### src/rtl/seq_chunk_adder_if.sv
// Operand/result handshake bundle for seq_chunk_adder.
// Latency: none (wires only).
// Backpressure: carries in_ready toward the producer and out_ready toward the block.
interface seq_chunk_adder_if #(
    parameter int WIDTH = 16
) ();
    logic             in_valid;
    logic             in_ready;
    logic [WIDTH-1:0] a;
    logic [WIDTH-1:0] b;
    logic             carry_in;
    logic             sub;
    logic             out_valid;
    logic             out_ready;
    logic [WIDTH-1:0] sum;
    logic             carry_out;
    logic             overflow;

    modport master (
        output in_valid, a, b, carry_in, sub, out_ready,
        input  in_ready, out_valid, sum, carry_out, overflow
    );

    modport slave (
        input  in_valid, a, b, carry_in, sub, out_ready,
        output in_ready, out_valid, sum, carry_out, overflow
    );
endinterface

### src/rtl/seq_chunk_adder.sv
// Multi-cycle adder/subtractor reusing one CHUNK-bit NOR-built ripple stage, LSB chunk first.
// Latency: result valid NCHUNK cycles after acceptance; a new operand is accepted every NCHUNK+2 cycles at best.
// Backpressure: the result is held in DONE until out_ready; in_ready stays low until then.
module seq_chunk_adder #(
    parameter int WIDTH = 16,
    parameter int CHUNK = 4
) (
    input  logic             clk,
    input  logic             rst,
    seq_chunk_adder_if.slave bus
);
    localparam int NCHUNK = (CHUNK >= 1) ? (WIDTH / CHUNK) : 1;
    localparam int CW     = (NCHUNK > 1) ? $clog2(NCHUNK) : 1;
    localparam logic [CW-1:0] LAST = CW'(NCHUNK - 1);

    if (CHUNK < 1) begin : g_bad_chunk
        $error("seq_chunk_adder: CHUNK must be at least 1");
    end else if ((WIDTH % CHUNK) != 0) begin : g_bad_width
        $error("seq_chunk_adder: WIDTH must be a multiple of CHUNK");
    end

    typedef enum logic [1:0] {
        IDLE = 2'd0,
        BUSY = 2'd1,
        DONE = 2'd2
    } state_t;

    state_t           state;
    logic [CW-1:0]    cnt;
    logic             in_ready_r;
    logic             out_valid_r;
    logic [WIDTH-1:0] sum_r;
    logic             carry_out_r;
    logic             overflow_r;

    // Working operands shift right one chunk per cycle so the stage always reads bits [CHUNK-1:0].
    logic [WIDTH-1:0] a_r;
    logic [WIDTH-1:0] b_r;
    logic             c_r;

    logic [CHUNK:0]   cy;
    logic [CHUNK-1:0] chunk_sum;
    logic [WIDTH-1:0] a_nxt;
    logic [WIDTH-1:0] b_nxt;
    logic [WIDTH-1:0] sum_nxt;

    assign cy[0] = c_r;

    // Nine-NOR full adder per bit: n4 = a xnor b, n8 = a^b^c, n9 = carry.
    for (genvar i = 0; i < CHUNK; i++) begin : g_fa
        logic n1, n2, n3, n4, n5, n6, n7, n8, n9;
        nor u_n1 (n1, a_r[i], b_r[i]);
        nor u_n2 (n2, a_r[i], n1);
        nor u_n3 (n3, b_r[i], n1);
        nor u_n4 (n4, n2, n3);
        nor u_n5 (n5, n4, cy[i]);
        nor u_n6 (n6, n4, n5);
        nor u_n7 (n7, cy[i], n5);
        nor u_n8 (n8, n6, n7);
        nor u_n9 (n9, n1, n5);
        assign chunk_sum[i] = n8;
        assign cy[i+1]      = n9;
    end

    // Results enter at the top of sum_r so after NCHUNK shifts chunk 0 sits at the LSBs.
    if (NCHUNK == 1) begin : g_single
        assign a_nxt   = a_r;
        assign b_nxt   = b_r;
        assign sum_nxt = chunk_sum;
    end else begin : g_multi
        assign a_nxt   = {{CHUNK{1'b0}}, a_r[WIDTH-1:CHUNK]};
        assign b_nxt   = {{CHUNK{1'b0}}, b_r[WIDTH-1:CHUNK]};
        assign sum_nxt = {chunk_sum, sum_r[WIDTH-1:CHUNK]};
    end

    always_ff @(posedge clk) begin
        if (rst) begin
            state       <= IDLE;
            cnt         <= '0;
            in_ready_r  <= 1'b1;
            out_valid_r <= 1'b0;
            sum_r       <= '0;
            carry_out_r <= 1'b0;
            overflow_r  <= 1'b0;
            a_r         <= '0;
            b_r         <= '0;
            c_r         <= 1'b0;
        end else begin
            case (state)
                IDLE: begin
                    if (bus.in_valid && in_ready_r) begin
                        a_r        <= bus.a;
                        b_r        <= bus.b ^ {WIDTH{bus.sub}};
                        c_r        <= bus.carry_in ^ bus.sub;
                        cnt        <= '0;
                        in_ready_r <= 1'b0;
                        state      <= BUSY;
                    end
                end
                BUSY: begin
                    a_r     <= a_nxt;
                    b_r     <= b_nxt;
                    c_r     <= cy[CHUNK];
                    sum_r   <= sum_nxt;
                    cnt     <= cnt + CW'(1);
                    if (cnt == LAST) begin
                        carry_out_r <= cy[CHUNK];
                        overflow_r  <= cy[CHUNK-1] ^ cy[CHUNK];
                        out_valid_r <= 1'b1;
                        state       <= DONE;
                    end
                end
                DONE: begin
                    if (bus.out_ready) begin
                        out_valid_r <= 1'b0;
                        in_ready_r  <= 1'b1;
                        state       <= IDLE;
                    end
                end
                default: begin
                    out_valid_r <= 1'b0;
                    in_ready_r  <= 1'b1;
                    state       <= IDLE;
                end
            endcase
        end
    end

    assign bus.in_ready  = in_ready_r;
    assign bus.out_valid = out_valid_r;
    assign bus.sum       = sum_r;
    assign bus.carry_out = carry_out_r;
    assign bus.overflow  = overflow_r;
endmodule

### src/flat_wrapper.sv
// flat-port wrapper written by rule: the top's interface ports become plain ports
module seq_chunk_adder_flat 
#(
    parameter int WIDTH = 16,
    parameter int CHUNK = 4
)
  (clk, rst, bus_in_valid, bus_a, bus_b, bus_carry_in, bus_sub, bus_out_ready, bus_in_ready, bus_out_valid, bus_sum, bus_carry_out, bus_overflow);
  seq_chunk_adder_if #(.WIDTH(WIDTH)) bus_i ();
  input  logic clk;
  input  logic rst;
  input wire logic [$bits(bus_i.in_valid)-1:0] bus_in_valid;
  input wire logic [$bits(bus_i.a)-1:0] bus_a;
  input wire logic [$bits(bus_i.b)-1:0] bus_b;
  input wire logic [$bits(bus_i.carry_in)-1:0] bus_carry_in;
  input wire logic [$bits(bus_i.sub)-1:0] bus_sub;
  input wire logic [$bits(bus_i.out_ready)-1:0] bus_out_ready;
  output wire logic [$bits(bus_i.in_ready)-1:0] bus_in_ready;
  output wire logic [$bits(bus_i.out_valid)-1:0] bus_out_valid;
  output wire logic [$bits(bus_i.sum)-1:0] bus_sum;
  output wire logic [$bits(bus_i.carry_out)-1:0] bus_carry_out;
  output wire logic [$bits(bus_i.overflow)-1:0] bus_overflow;
  assign bus_i.in_valid = bus_in_valid;
  assign bus_i.a = bus_a;
  assign bus_i.b = bus_b;
  assign bus_i.carry_in = bus_carry_in;
  assign bus_i.sub = bus_sub;
  assign bus_i.out_ready = bus_out_ready;
  assign bus_in_ready = bus_i.in_ready;
  assign bus_out_valid = bus_i.out_valid;
  assign bus_sum = bus_i.sum;
  assign bus_carry_out = bus_i.carry_out;
  assign bus_overflow = bus_i.overflow;
  seq_chunk_adder #(.WIDTH(WIDTH), .CHUNK(CHUNK)) u_core (.clk(clk), .rst(rst), .bus(bus_i));
endmodule
### config.mk
export PLATFORM = sky130hd
export DESIGN_NAME = seq_chunk_adder_flat
export DESIGN_NICKNAME = d
export VERILOG_FILES = /design/src/rtl/seq_chunk_adder_if.sv /design/src/rtl/seq_chunk_adder.sv /design/src/flat_wrapper.sv
export SDC_FILE = /design/constraint.sdc
export NUM_CORES = 1
export LEC_CHECK = 0
export CAP_MARGIN = 20
export CORE_MARGIN = 2
export CORE_UTILIZATION = 40
export CTS_CLUSTER_SIZE = 28
export DETAILED_ROUTE_END_ITERATION = 12
export HOLD_SLACK_MARGIN = 0.08
export PLACE_DENSITY = 0.74
export SLEW_MARGIN = 20
export SYNTH_ARGS = -nofsm -noshare
export SYNTH_HDL_FRONTEND = slang
export SYNTH_SLANG_ARGS = --single-unit
### constraint.sdc
create_clock -name clk -period 6.4 [get_ports clk]
set_input_delay 1.28 -clock clk [delete_from_list [all_inputs] [get_ports clk]]
set_output_delay 1.28 -clock clk [all_outputs]
set_load 0.02 [all_outputs]
; Word level (Yosys, flattened, before mapping)
; Index checks and enable logic that the tools add are counted.
; Widths: inputs -> output; s select.
[totals]
ff_bits = 57
inputBits = 38
out_inout_bits = 20
word_cells = 120
[classes]
add_sub_neg = 1
n_eq_ne = 6
n_mux = 18
bitwise_logic = 77
n_reduce_logical = 8
[op_table]
columns = operator, count
row1 = $pmux 16 s2, 2
row2 = $not 1->1, 38
row3 = $or 1x1->1, 36
row4 = $mux 16, 2
row5 = $xor 16x16->16, 1
row6 = $reduce_and 3->1, 3
row7 = $mux 2, 4
row8 = $pmux 1 s3, 2
row9 = $pmux 2 s3, 1
row10 = $mux 1, 5
row11 = $eq 2x2->1 const B, 2
row12 = $ne 2x1->1 const B, 2
row13 = $pmux 2 s2, 1
row14 = $reduce_and 2->1, 2
row15 = $add 2x1->2 const B, 1
row16 = $eq 2x1->1 const B, 1
row17 = $logic_not 2->1, 1
row18 = $ne 2x2->1 const B, 1
row19 = $pmux 1 s2, 1
row20 = $reduce_bool 2->1, 1
row21 = $xor 1x1->1, 2
row22 = $logic_and 1x1->1, 1

; Logic depth before layout (Yosys ltp)
; Gate-level depths: netlist of run 1.
[depth]
ltp_word = 24
ltp_mapped = 9
ltp_nobuf = 9

; Least setup slack after synthesis of run 1
; Ideal clock, no wire load.
[synth_timing]
path_kind = input-to-reg
from = input port bus_sub
to = register u_core.b_r[2]
setup_time_ns = 0.117
t_arrival_ns = 2.076
required_time_ns = 6.283
path_slack_ns = 4.207
path_stages = 5
n_path_buf = 2
cell_sequence = buf_4 -> buf_4 -> xor2_1 -> a2bb2oi_1 -> a22o_1
[synth_via]
elab_chain_len = 3
[synth_lines]
columns = item, line
row1 = start: declaration, flat_wrapper.sv:15  ; input wire logic [$bits(bus_i.sub)-1:0] bus_sub;
row2 = $xor 16x16->16, seq_chunk_adder.sv:93  ; b_r <= bus.b ^ {WIDTH{bus.sub}};
row3 = $mux 16, seq_chunk_adder.sv:91  ; if (bus.in_valid && in_ready_r) begin
row4 = $pmux 16 s2, seq_chunk_adder.sv:89  ; case (state)
row5 = end signal: assignment, seq_chunk_adder.sv:93
row6 = end signal: assignment, seq_chunk_adder.sv:102  ; b_r <= b_nxt;
row7 = end: declaration, seq_chunk_adder.sv:38  ; logic [WIDTH-1:0] b_r;
; No other way between the ends. The select of a mux whose other input is x is not followed.
; A chain may end at the register's enable or synchronous reset.

==> impl_metrics.toml, run 1 <==
[cells_and_area]
final_layout_size_suffix_gt1_share_pct = 5.37
fill_cells = 633
multiInputGateArea_um2 = 1320
stdcell_count = 412
seq_area_um2 = 1140
diodes = 0
nNetsFinal = 375
area_growth_pct = 24.9

[synth]
netlist_area_um2 = 2670
synth-simple-area-share_pct = 11.3
synthAdderAreaFrac_pct = 3.47
synth-xor-area-share_pct = 5.91
synth.yosys.seq_area_share_pct = 42.8
synth_cells = 289
synth_compound_gate_area_share_pct = 23.9
yosysTopAreaCell = "dfxtp_1"
synth_top_cell_area_share_pct = 42.8
synth.area.top_cells = "dfxtp_1 43%, a21oi_1 7.7%, nand2_1 7.3%, xor2_1 5.9%, mux2i_1 4.9%"
synth_seq_cells = 57
syn_avg_cell_area_um2 = 9.23
ys_warn_count = 0
syn_nets = 332
synth.distinct_cells = 32
muxShareOfSynthArea_pct = 4.88
synth_top_family_by_area = "compound AO/OA/AOI/OAI gates"

[place]
io_buffer_count = 57
dp_hpwl_mm = 3.96
place.gp.congestion = 0.767
dpl.cell_count = 398

[cts]
clock_sinks = 57
cts_setup_buffers = 0
clock_tree.root_cell = "clkbuf_8"
cts_buffers = 9
clk_path_buf_depth = 2
ctsResizeCount = 0
insertion_delay_ns = 0.33
hold_buffers = 0
cts_tree = "yes"
htree_levels = 3
cts.reportedPaths.clkPinSlew_ns = 0.06

[die]
top_level_ports = 58
start_util_pct = 41.8
rows = 29
die_width_um = 85.6
die_h_um = 85.6
dieArea_um2 = 7340
core_um2 = 6390

[timing]
finalClockSkew_ns = 0.00511
fin_crit_sh_pct = 50.9
slew_viol_final = 0
period_needed_ns = 3.26
worstMarginPinSlew_ns = 0.951
maxSlewHeadroom_pct = 36.4
clock.fmax_mhz = 307
rsz0062_at_grt = "false"
hold_viol_final = 0
setup_viol = 0
setup_tns_ns = 0

[critical_path]
max_stage_delay_ns = 0.89
r2r_cells = 9
cp_num_cells = 4
crit_family = "buffers and inverters"
r2r_end = "u_core.bus.overflow"
slowest_stage = "clkdlybuf4s50_1"
cp-start-kind = "input port"
crit_required_ns = 6.67
cp-end-kind = "flip-flop"
worstSetupStartpoint = "rst"
crit_buf_inv = 2
r2r_slack_ns = 4.00
arrival_ns = 3.53
r2r-start = "u_core.b_r[0]"
crit_path_cell_trace = "clkdlybuf4s50_1, buf_4, nor2_1, a22o_1"
critPathCapture = "u_core.c_r"
crit_fanout = 26
crit_type = "in -> reg"

[drt]
vias = 2192
wirelength_mm = 5.85
drc = 0
first_pass_iters = 4
ant_nets = 0
routedWlPerCell_um = 14.2
first_iter_violations = 88
via_per_inst = 5.32

[global_route]
grt_max_degree = 36
grt_pass1_vias = 2185
grt_antenna_before_repair = 0
grt_pass1_wl_mm = 9.67
gr-total-overflow = 0
grt.total_usage_pct = 16.8

[worst_hold_path]
hold_class = "reg -> reg"
hold_path_depth = 2
hold_path_startpoint = "u_core.bus.sum[3]"

[power]
cellLeakagePower_nw = 1.28
power_mw = 0.829
p_per_area_nw_per_um2 = 249
vdd_drop_max_mv = 0.136

[flow_run]
cap_violations = 0

[status]
status = "finished clean"
## where the power goes
part | switching, mW | internal (mW) | leakage, nW
registers | 0.0166 | 0.381 | 0.466
clock network | 0.129 | 0.158 | 0.0826
logic | 0.0729 | 0.0723 | 0.727
## sequential cells by signal (all words and copies together) (netlist names)
signal	flops
u_core.bus.carry_out	1
u_core.a_r	16
u_core.c_r	1
u_core.state	2
u_core.bus.sum	16
u_core.bus.out_valid	1
u_core.bus.in_ready	1
u_core.b_r	16
u_core.bus.overflow	1
u_core.cnt	2
## per-stage QoR
stage	setup slack (ns)	area, um^2	utilization, %	hold WS [ns]
final	3.14	3330	52.1	0.452
after global routing	2.97	3330	52.1	0.475
after floorplan	4.21	2670	-	0.449
after CTS	3.18	3330	52.1	0.453
after global placement	2.88	3170	49.6	0.441
after detailed placement	2.82	3170	49.6	0.444
## synth_stat cells (all sizes together)
| cell | number |
|---|---|
| nand3b | 2 |
| a22o | 13 |
| ha | 1 |
| buf | 16 |
| o21ai | 10 |
| dfxtp | 57 |
| and4bb | 1 |
| xor2 | 18 |
| a211oi | 1 |
| and2b | 1 |
| nand2 | 52 |
| nor3b | 1 |
| nand2b | 1 |
| inv | 7 |
| or2 | 1 |
| or3 | 1 |
| nand3 | 1 |
| fa | 4 |
| a21oi | 43 |
| a2bb2oi | 13 |
| mux2i | 13 |
| nor2 | 5 |
| a21o | 1 |
| clkbuf | 11 |
| nand4 | 2 |
| a311oi | 13 |
## worst min path at each step
stage	end	slack [ns]
finish	u_core.bus.sum[3]	0.45
global route	u_core.bus.sum[0]	0.47
CTS	u_core.bus.overflow	0.45
detailed placement	u_core.bus.overflow	0.44
global placement	u_core.bus.overflow	0.44
floorplan	u_core.b_r[10]	0.45
## cell type report
type	instances	area share, %
Clock buffer	14	4.89
Inverter	7	0.789
Multi-Input combinational cell	198	39.6
Sequential cell	57	34.3
Tap cell	77	2.89
Timing Repair Buffer	59	17.6
## worst register-to-register path: stages (launching register included)
cell and delay [ns]:
dfxtp_1 0.31, inv_1 0.08, fa_1 0.17, inv_1 0.05, fa_1 0.38, fa_1 0.43, fa_1 0.44, xor2_1 0.20
nand3_1 0.09, a21oi_1 0.16
## cell usage in the layout, fill, tap and decap left out, types with 3 or more instances in the layout
master / count
clkdlybuf4s50_1: 57
dfxtp_1: 57
nand2_1: 52
a21oi_1: 41
xor2_1: 18
a2bb2oi_1: 13
a22o_1: 13
mux2i_1: 13
a311oi_1: 13
clkbuf_8: 11
o21ai_0: 10
inv_1: 6
nor2_1: 5
fa_1: 4
clkbuf_1: 3
## layer usage
| layer | track usage (%) | routed length [um] |
|---|---|---|
| met1 | 20.4 | 2640 |
| met2 | 27.5 | 2810 |
| met5 | 0 | 0 |
| met3 | 2.89 | 214 |
| met4 | 10.7 | 173 |
## cells by family after synthesis
| family | Yosys count |
|---|---|
| AO/OA/AOI/OAI | 94 |
| XOR/XNOR | 18 |
| adder cells (fa/ha/maj) | 5 |
| buffers and inverters | 34 |
| flip-flops | 57 |
| multiplexers | 13 |
| AND/OR/NAND/NOR | 68 |
Power figures use the tool's default switching activity.
==> inputs of run 2 (changes only) <==
--- a/config.mk
+++ b/config.mk
@@ -11,7 +11,7 @@
 export CTS_CLUSTER_SIZE = 28
 export DETAILED_ROUTE_END_ITERATION = 12
 export HOLD_SLACK_MARGIN = 0.08
-export PLACE_DENSITY = 0.74
+export PLACE_DENSITY = 0.77
 export SLEW_MARGIN = 20
 export SYNTH_ARGS = -nofsm -noshare
 export SYNTH_HDL_FRONTEND = slang
==> constraint.sdc (replaced) <==
create_clock -name clk -period 2.95 [get_ports clk]
set_input_delay 0.59 -clock clk [delete_from_list [all_inputs] [get_ports clk]]
set_output_delay 0.59 -clock clk [all_outputs]
set_load 0.02 [all_outputs]
==> run 2 against run 1 <==
Effect of this change: global-route usage is 0.61 points lower; via count grew 1.2%; largest cell class unchanged; count of clock-buffer cells in the layout down 2; clock skew shrank 0.0024 ns; design area increased by 1.2%; core utilization rose by 0.63 points; final cell count up 0.97%; largest power group unchanged; combinational power rose by 120%; hold slack gained 0.0019 ns; register-to-register slack worse by 3.4 ns; sequential power grew 120%.
==> impl_metrics.toml, run 2 (synthesis results as in run 1) <==
[global_route]
grt_pass1_vias = 2123
grt.total_usage_pct = 16.2
grt_max_degree = 38
grt_antenna_before_repair = 0
grt_pass1_wl_mm = 9.39
gr-total-overflow = 0

[die]
die_width_um = 85.6
core_um2 = 6390
top_level_ports = 58
start_util_pct = 41.8
die_h_um = 85.6
rows = 29
dieArea_um2 = 7340

[drt]
via_per_inst = 5.33
drc = 0
first_pass_iters = 4
ant_nets = 0
wirelength_mm = 5.71
routedWlPerCell_um = 13.7
vias = 2218
first_iter_violations = 108

[timing]
worstMarginPinSlew_ns = 0.816
slew_viol_final = 0
setup_viol = 0
hold_viol_final = 0
period_needed_ns = 2.39
fin_crit_sh_pct = 80.9
finalClockSkew_ns = 0.00269
rsz0062_at_grt = "false"
setup_tns_ns = 0
maxSlewHeadroom_pct = 45.4
clock.fmax_mhz = 419

[power]
p_per_area_nw_per_um2 = 544
cellLeakagePower_nw = 1.31
power_mw = 1.83
vdd_drop_max_mv = 0.283

[cts]
insertion_delay_ns = 0.33
cts_buffers = 9
clock_tree.root_cell = "clkbuf_8"
cts.reportedPaths.clkPinSlew_ns = 0.06
clock_sinks = 57
clk_path_buf_depth = 2
htree_levels = 3
cts_tree = "yes"
cts_setup_buffers = 0
hold_buffers = 0
ctsResizeCount = 0

[critical_path]
cpMostUsedCell = "fa_1"
max_stage_delay_ns = 0.43
arrival_ns = 2.66
crit_fanout = 3
r2r_slack_ns = 0.56
slowest_stage = "fa_1"
cp-start-kind = "flip-flop"
crit_family = "adder cells"
crit_type = "reg -> reg"
cp-end-kind = "flip-flop"
crit_buf_inv = 2
crit_required_ns = 3.22
crit_path_cell_trace = "inv_1, fa_1, inv_1, fa_1, fa_1, fa_1, xor2_1, nand3_1, a21oi_1"

[cells_and_area]
final_layout_size_suffix_gt1_share_pct = 7.37
nNetsFinal = 378
diodes = 0
final_cell_mix = "57 x clkdlybuf4s50_1, 57 x dfxtp_1, 52 x nand2_1, 41 x a21oi_1, 18 x xor2_1"
area_growth_pct = 26.4

[status]
status = "finished clean"

[worst_hold_path]
hold_class = "reg -> reg"

[flow_run]
cap_violations = 0

[place]
place.gp.congestion = 0.738
io_buffer_count = 57
dp_hpwl_mm = 3.98
## run 2: cell count changes in the layout (fill, tap and decap cells not counted)
cell,previous run,this run
clkbuf_8,11,12
buf_4,2,5
clkbuf_1,3,0
clkinv_2,0,3
## run 2: cell type report
type	count	area, um^2
Clock inverter	3	15.0
Inverter	7	26.3
Fill cell	592	3020
Clock buffer	12	165
Sequential cell	57	1140
Timing Repair Buffer	62	608
Tap cell	77	96.3
Multi-Input combinational cell	198	1320
## run 2: stage by stage
stage	setup WS [ns]	instances	util (%)	cell area, um^2	hold slack, ns
final	0.562	416	52.8	3370	0.454
after global routing	0.434	416	52.8	3370	0.472
after CTS	0.553	416	52.8	3370	0.458
after detailed placement	0.562	401	49.9	3190	0.450
after global placement	0.633	401	49.9	3190	0.442
after floorplan	0.763	289	-	2670	0.449
## run 2: path summary, 6_finish.rpt
path	cells past startpoint	end	startpoint
worst max-delay path	9	u_core.bus.overflow	u_core.b_r[0]
worst min-delay path	2	u_core.bus.sum[0]	u_core.bus.sum[0]
worst max register to register	9	u_core.bus.overflow	u_core.b_r[0]
worst min register to register	2	u_core.bus.sum[0]	u_core.bus.sum[0]
## run 2: layer usage
layer / track usage [%] / part of all wire [%]
met5: 0 / 0
met4: 7.94 / 2.5
met3: 4.62 / 4.7
met2: 28.3 / 50
met1: 18.0 / 43
## run 2: worst register-to-register path, delay by kind of cell, from the launching register on
kind / cells / cell delay [ns]
buffers and inverters: 2 / 0.15
and+or+nand+nor: 1 / 0.10
DFF: 1 / 0.31
adders and majority gates: 4 / 1.42
xor gates and xnor gates: 1 / 0.18
AOI/OAI and AO/OA: 1 / 0.17
## run 2: report_power, final
part / internal, mW / switching, mW / total (mW)
clock network: 0.364 / 0.289 / 0.653
logic: 0.161 / 0.160 / 0.321
registers: 0.826 / 0.0352 / 0.861
total: 1.35 / 0.484 / 1.83
==> inputs of run 3 (changes only) <==
--- a/config.mk
+++ b/config.mk
@@ -11,7 +11,7 @@
 export CTS_CLUSTER_SIZE = 28
 export DETAILED_ROUTE_END_ITERATION = 12
 export HOLD_SLACK_MARGIN = 0.08
-export PLACE_DENSITY = 0.77
+export PLACE_DENSITY = 0.74
 export SLEW_MARGIN = 20
 export SYNTH_ARGS = -nofsm -noshare
 export SYNTH_HDL_FRONTEND = slang
==> constraint.sdc (replaced) <==
create_clock -name clk -period 2.27 [get_ports clk]
set_input_delay 0.454 -clock clk [delete_from_list [all_inputs] [get_ports clk]]
set_output_delay 0.454 -clock clk [all_outputs]
set_load 0.02 [all_outputs]
==> run 3 against run 2 <==
Effect of this change: clock power rose by 25%; count of clock-buffer cells in the layout rose by 1; clock skew rose by 0.0046 ns; flip-flop and latch count did not move; maximum frequency rose by 10%; critical path depth did not move; via count fell by 0.95%; hold slack improved by 0.0050 ns; sequential power rose by 31%; wire length fell by 1.8%; largest power group unchanged; largest cell class unchanged; power rose by 29%.
==> impl_metrics.toml, run 3 (synthesis results as in run 1) <==
[power]
cellLeakagePower_nw = 1.31
vdd_drop_max_mv = 0.490
p_per_area_nw_per_um2 = 695

[global_route]
grt.total_usage_pct = 16.3
grt_pass1_vias = 2177
grt_pass1_wl_mm = 9.45
grt_max_degree = 30
grt_antenna_before_repair = 0
gr-total-overflow = 0

[drt]
via_per_inst = 5.23
first_pass_iters = 4
vias = 2197
drc = 0
ant_nets = 0
wirelength_mm = 5.61
first_iter_violations = 121
routedWlPerCell_um = 13.4

[critical_path]
r2r_cells = 9
cp-start-kind = "flip-flop"
crit_required_ns = 2.54
crit_fanout = 3
arrival_ns = 2.44
crit_type = "reg -> reg"
cp-end-kind = "flip-flop"

[cells_and_area]
utilization_pct = 53.2
diodes = 0
area_growth_pct = 27.4
final_layout_size_suffix_gt1_share_pct = 9.04
final_area_um2 = 3400
final_cell_mix = "57 x clkdlybuf4s50_1, 57 x dfxtp_1, 52 x nand2_1, 40 x a21oi_1, 18 x xor2_1"
fill_cells = 611
nNetsFinal = 381

[cts]
cts_setup_buffers = 0
insertion_delay_ns = 0.34
clock_sinks = 57
htree_levels = 3
cts_buffers = 9
cts_tree = "yes"
clock_tree.root_cell = "clkbuf_8"
cts.reportedPaths.clkPinSlew_ns = 0.06
clk_path_buf_depth = 2

[die]
die_width_um = 85.6
die_h_um = 85.6
top_level_ports = 58
dieArea_um2 = 7340
rows = 29
start_util_pct = 41.8
core_um2 = 6390

[timing]
slew_viol_final = 0
period_needed_ns = 2.17
maxSlewHeadroom_pct = 38.5
fin_crit_sh_pct = 95.6
worstMarginPinSlew_ns = 0.919
hold_viol_final = 0
rsz0062_at_grt = "false"
clock.fmax_mhz = 461
setup_viol = 0
finalClockSkew_ns = 0.00730

[place]
io_buffer_count = 57
place_area_um2 = 3210
place.gp.congestion = 0.771
dp_hpwl_mm = 3.97

[worst_hold_path]
hold_class = "reg -> reg"
hold_path_depth = 2

[flow_run]
cap_violations = 0

[status]
status = "finished clean"
[run 3: cell count changes in the layout (fill, tap and decap cells not counted)]
| cell | previous run | this run |
|---|---|---|
| clkbuf_1 | 0 | 2 |
| buf_4 | 5 | 8 |
| fa_1 | 4 | 1 |
| a21oi_1 | 41 | 40 |
| a21oi_2 | 1 | 2 |
| clkbuf_8 | 12 | 11 |
| fa_2 | 0 | 3 |
[run 3: worst paths after layout]
| path | start | end | slack, ns |
|---|---|---|---|
| worst min-delay path | u_core.bus.sum[3] | u_core.bus.sum[3] | 0.46 |
| worst min register to register | u_core.bus.sum[3] | u_core.bus.sum[3] | 0.46 |
| worst max register to register | u_core.b_r[0] | u_core.bus.overflow | 0.1 |
| worst max-delay path | u_core.b_r[0] | u_core.bus.overflow | 0.1 |
[run 3: cell type report]
class | instances | area (um^2) | share of cell area [%]
inverters | 7 | 26.3 | 0.773
clock buffers | 13 | 159 | 4.68
well taps | 77 | 96.3 | 2.84
flip-flops and latches | 57 | 1140 | 33.6
repair buffers | 65 | 631 | 18.6
clock inverters | 3 | 15.0 | 0.442
multi-input cells | 198 | 1330 | 39.1
[run 3: layer usage]
metal | track usage, % | routed length, um
met4 | 5.34 | 72
met2 | 27.8 | 2780
met1 | 18.7 | 2440
met5 | 0 | 0
met3 | 6.45 | 318
[run 3: critical path: stages, from the launching register on]
cell and delay, ns:
dfxtp_1 0.31, inv_1 0.08, fa_1 0.18, inv_1 0.05, fa_2 0.33, fa_2 0.36, fa_2 0.37, xor2_1 0.16
nand3_1 0.11, a21oi_2 0.16
[run 3: report_power, final]
part           internal, mW  total, mW  switching (mW)
clock                 0.450      0.819           0.369
sequential             1.07       1.13          0.0521
combinational         0.216      0.417           0.202
[run 3: through the flow]
step / setup TNS (ns) / power [mW] / hold WS, ns / setup WS [ns] / std cells
4_1_cts: 0 / 2.39 / 0.462 / 0.0391 / 420
3_3_place_gp: 0 / 1.55 / 0.442 / 0.0376 / 404
5_1_grt: 0 / 2.49 / 0.488 / 0.0246 / 420
6_report: 0 / 2.36 / 0.459 / 0.0994 / 420
2_1_floorplan: 0 / 1.44 / 0.449 / 0.0835 / 289
3_5_place_dp: -0.0681 / 1.56 / 0.454 / -0.0681 / 404
[run 3: timing repair]
action                                  4_1_cts  5_1_grt
endpoints found under the setup margin        1        1
hold buffers                                  0        0
pin swaps                                     1        1
resized for setup                             3        1
==> RTL edit: new RTL, settings of run 2 <==
`WIDTH` is set to 16 in 3 places; all go to 32.
--- a/src/rtl/seq_chunk_adder_if.sv
+++ b/src/rtl/seq_chunk_adder_if.sv
@@ -4,3 +4,3 @@
 interface seq_chunk_adder_if #(
-    parameter int WIDTH = 16
+    parameter int WIDTH = 32
 ) ();
--- a/src/rtl/seq_chunk_adder.sv
+++ b/src/rtl/seq_chunk_adder.sv
@@ -4,3 +4,3 @@
 module seq_chunk_adder #(
-    parameter int WIDTH = 16,
+    parameter int WIDTH = 32,
     parameter int CHUNK = 4
--- a/src/flat_wrapper.sv
+++ b/src/flat_wrapper.sv
@@ -3,3 +3,3 @@
 #(
-    parameter int WIDTH = 16,
+    parameter int WIDTH = 32,
     parameter int CHUNK = 4
Ports: changed (resized bus_a, bus_b and bus_sum); port bits go from 58 to 106. The function was not compared with the original's and may differ.
==> RTL edit against run 2 <==
Core utilization fell by 0.77 points. Worst setup slack got worse by 0.15 ns. Final cell count up 98%. Design area up 86%. Sequential power is 80% higher. Total power grew 78%. Worst hold slack better by 0.0054 ns. Sequential cell count grew 49. Wire length grew 110%. Synthesized area grew 86%. Critical endpoint unchanged. Largest power group unchanged.
==> RTL edit: results (changes against run 2) <==
metric	value	unit	change
status	complete, no violations		
routabilityCongestion	0.774		+4.8%
vias	4373		+97%
synth_area_leaders	dfxtp_1 43%, a21oi_1 9.7%, nand2_1 7.3%		
hp-start	u_core.bus.sum[3]		
grt_max_degree	95		+150%
syn-num-nets	663		+100%
hold_path_end	u_core.bus.sum[3]		
arrival	2.81	ns	+0.15 ns
dp_hpwl	7.73	mm	+94%
ir_drop	0.000287	V	+1.4%
first_iter_violations	395		+270%
synth_cell_type_count	31		-3.1%
clock_skew	0.0113	ns	+0.00865 ns
ctsRootBufferMaster	clkbuf_16		
wl	11.8	mm	+110%
synth_common_cells	106 x dfxtp_1, 97 x nand2_1, 96 x a21oi_1		
grt.total_usage	17.6	%	+1.4 points
power_leakage	2.15	nW	+64%
drive_above_1_share	5.66	%	-1.7 points
grt_pass1_wl	19.3	mm	+110%
regToRegSetupSlack	0.41	ns	-0.15 ns
synth_compound_area_share	20.4	%	-3.5 points
synthXorXnorAreaFrac	5.99	%	+0.082 points
portBuffers	105		+84%
yosys.area_share.adder	2.12	%	-1.4 points
muxShareOfSynthArea	0.428	%	-4.5 points
fillCellCount	1134		+92%
RTL edit: cell types whose count changed after synthesis, moves of 27 or more:
cell	change
nand3_1	+61
a21o_1	+27
a21oi_1	+55
nand4b_1	+28
dfxtp_1	+49
a22oi_1	+29
nand2_1	+45
RTL edit: where the power goes:
part           total [mW]  internal (mW)  switching (mW)  leakage, nW
sequential           1.55           1.50          0.0470        0.863
combinational       0.505          0.231           0.273         1.13
clock                1.20          0.608           0.594        0.150
RTL edit: critical path, stage by stage (launching register included):
cell	delay [ns]
dfxtp_1	0.32
inv_1	0.07
fa_1	0.16
inv_1	0.06
fa_1	0.44
fa_1	0.49
fa_1	0.49
xor2_1	0.18
nand3_1	0.09
a21oi_1	0.18
RTL edit: final cells by class:
| type | instances | area share, % |
|---|---|---|
| sequential | 106 | 33.8 |
| multi-input combinational | 413 | 39.7 |
| clock inverter | 7 | 1.26 |
| tap | 168 | 3.35 |
| clock buffer | 9 | 3.59 |
| timing repair buffer | 115 | 18.0 |
| inverter | 4 | 0.239 |
RTL edit: per-stage QoR:
stage | cells | power [mW] | hold WS, ns | setup WS (ns)
after detailed placement | 806 | 2.09 | 0.453 | 0.407
final | 822 | 3.26 | 0.460 | 0.409
after CTS | 822 | 3.28 | 0.465 | 0.384
after global routing | 822 | 3.40 | 0.486 | 0.250
after global placement | 806 | 2.07 | 0.447 | 0.482
after floorplan | 587 | 1.93 | 0.444 | 0.555
RTL edit: per-layer routing:
| metal | vias up | GRT usage (%) | share of wire, % |
|---|---|---|---|
| met5 | - | 0 | 0 |
| met3 | 12 | 2.04 | 3.9 |
| met1 | 2081 | 23.1 | 43 |
| met2 | 106 | 30.4 | 51 |
| met4 | 0 | 5.22 | 1.3 |
| li1 | 2174 | - | - |
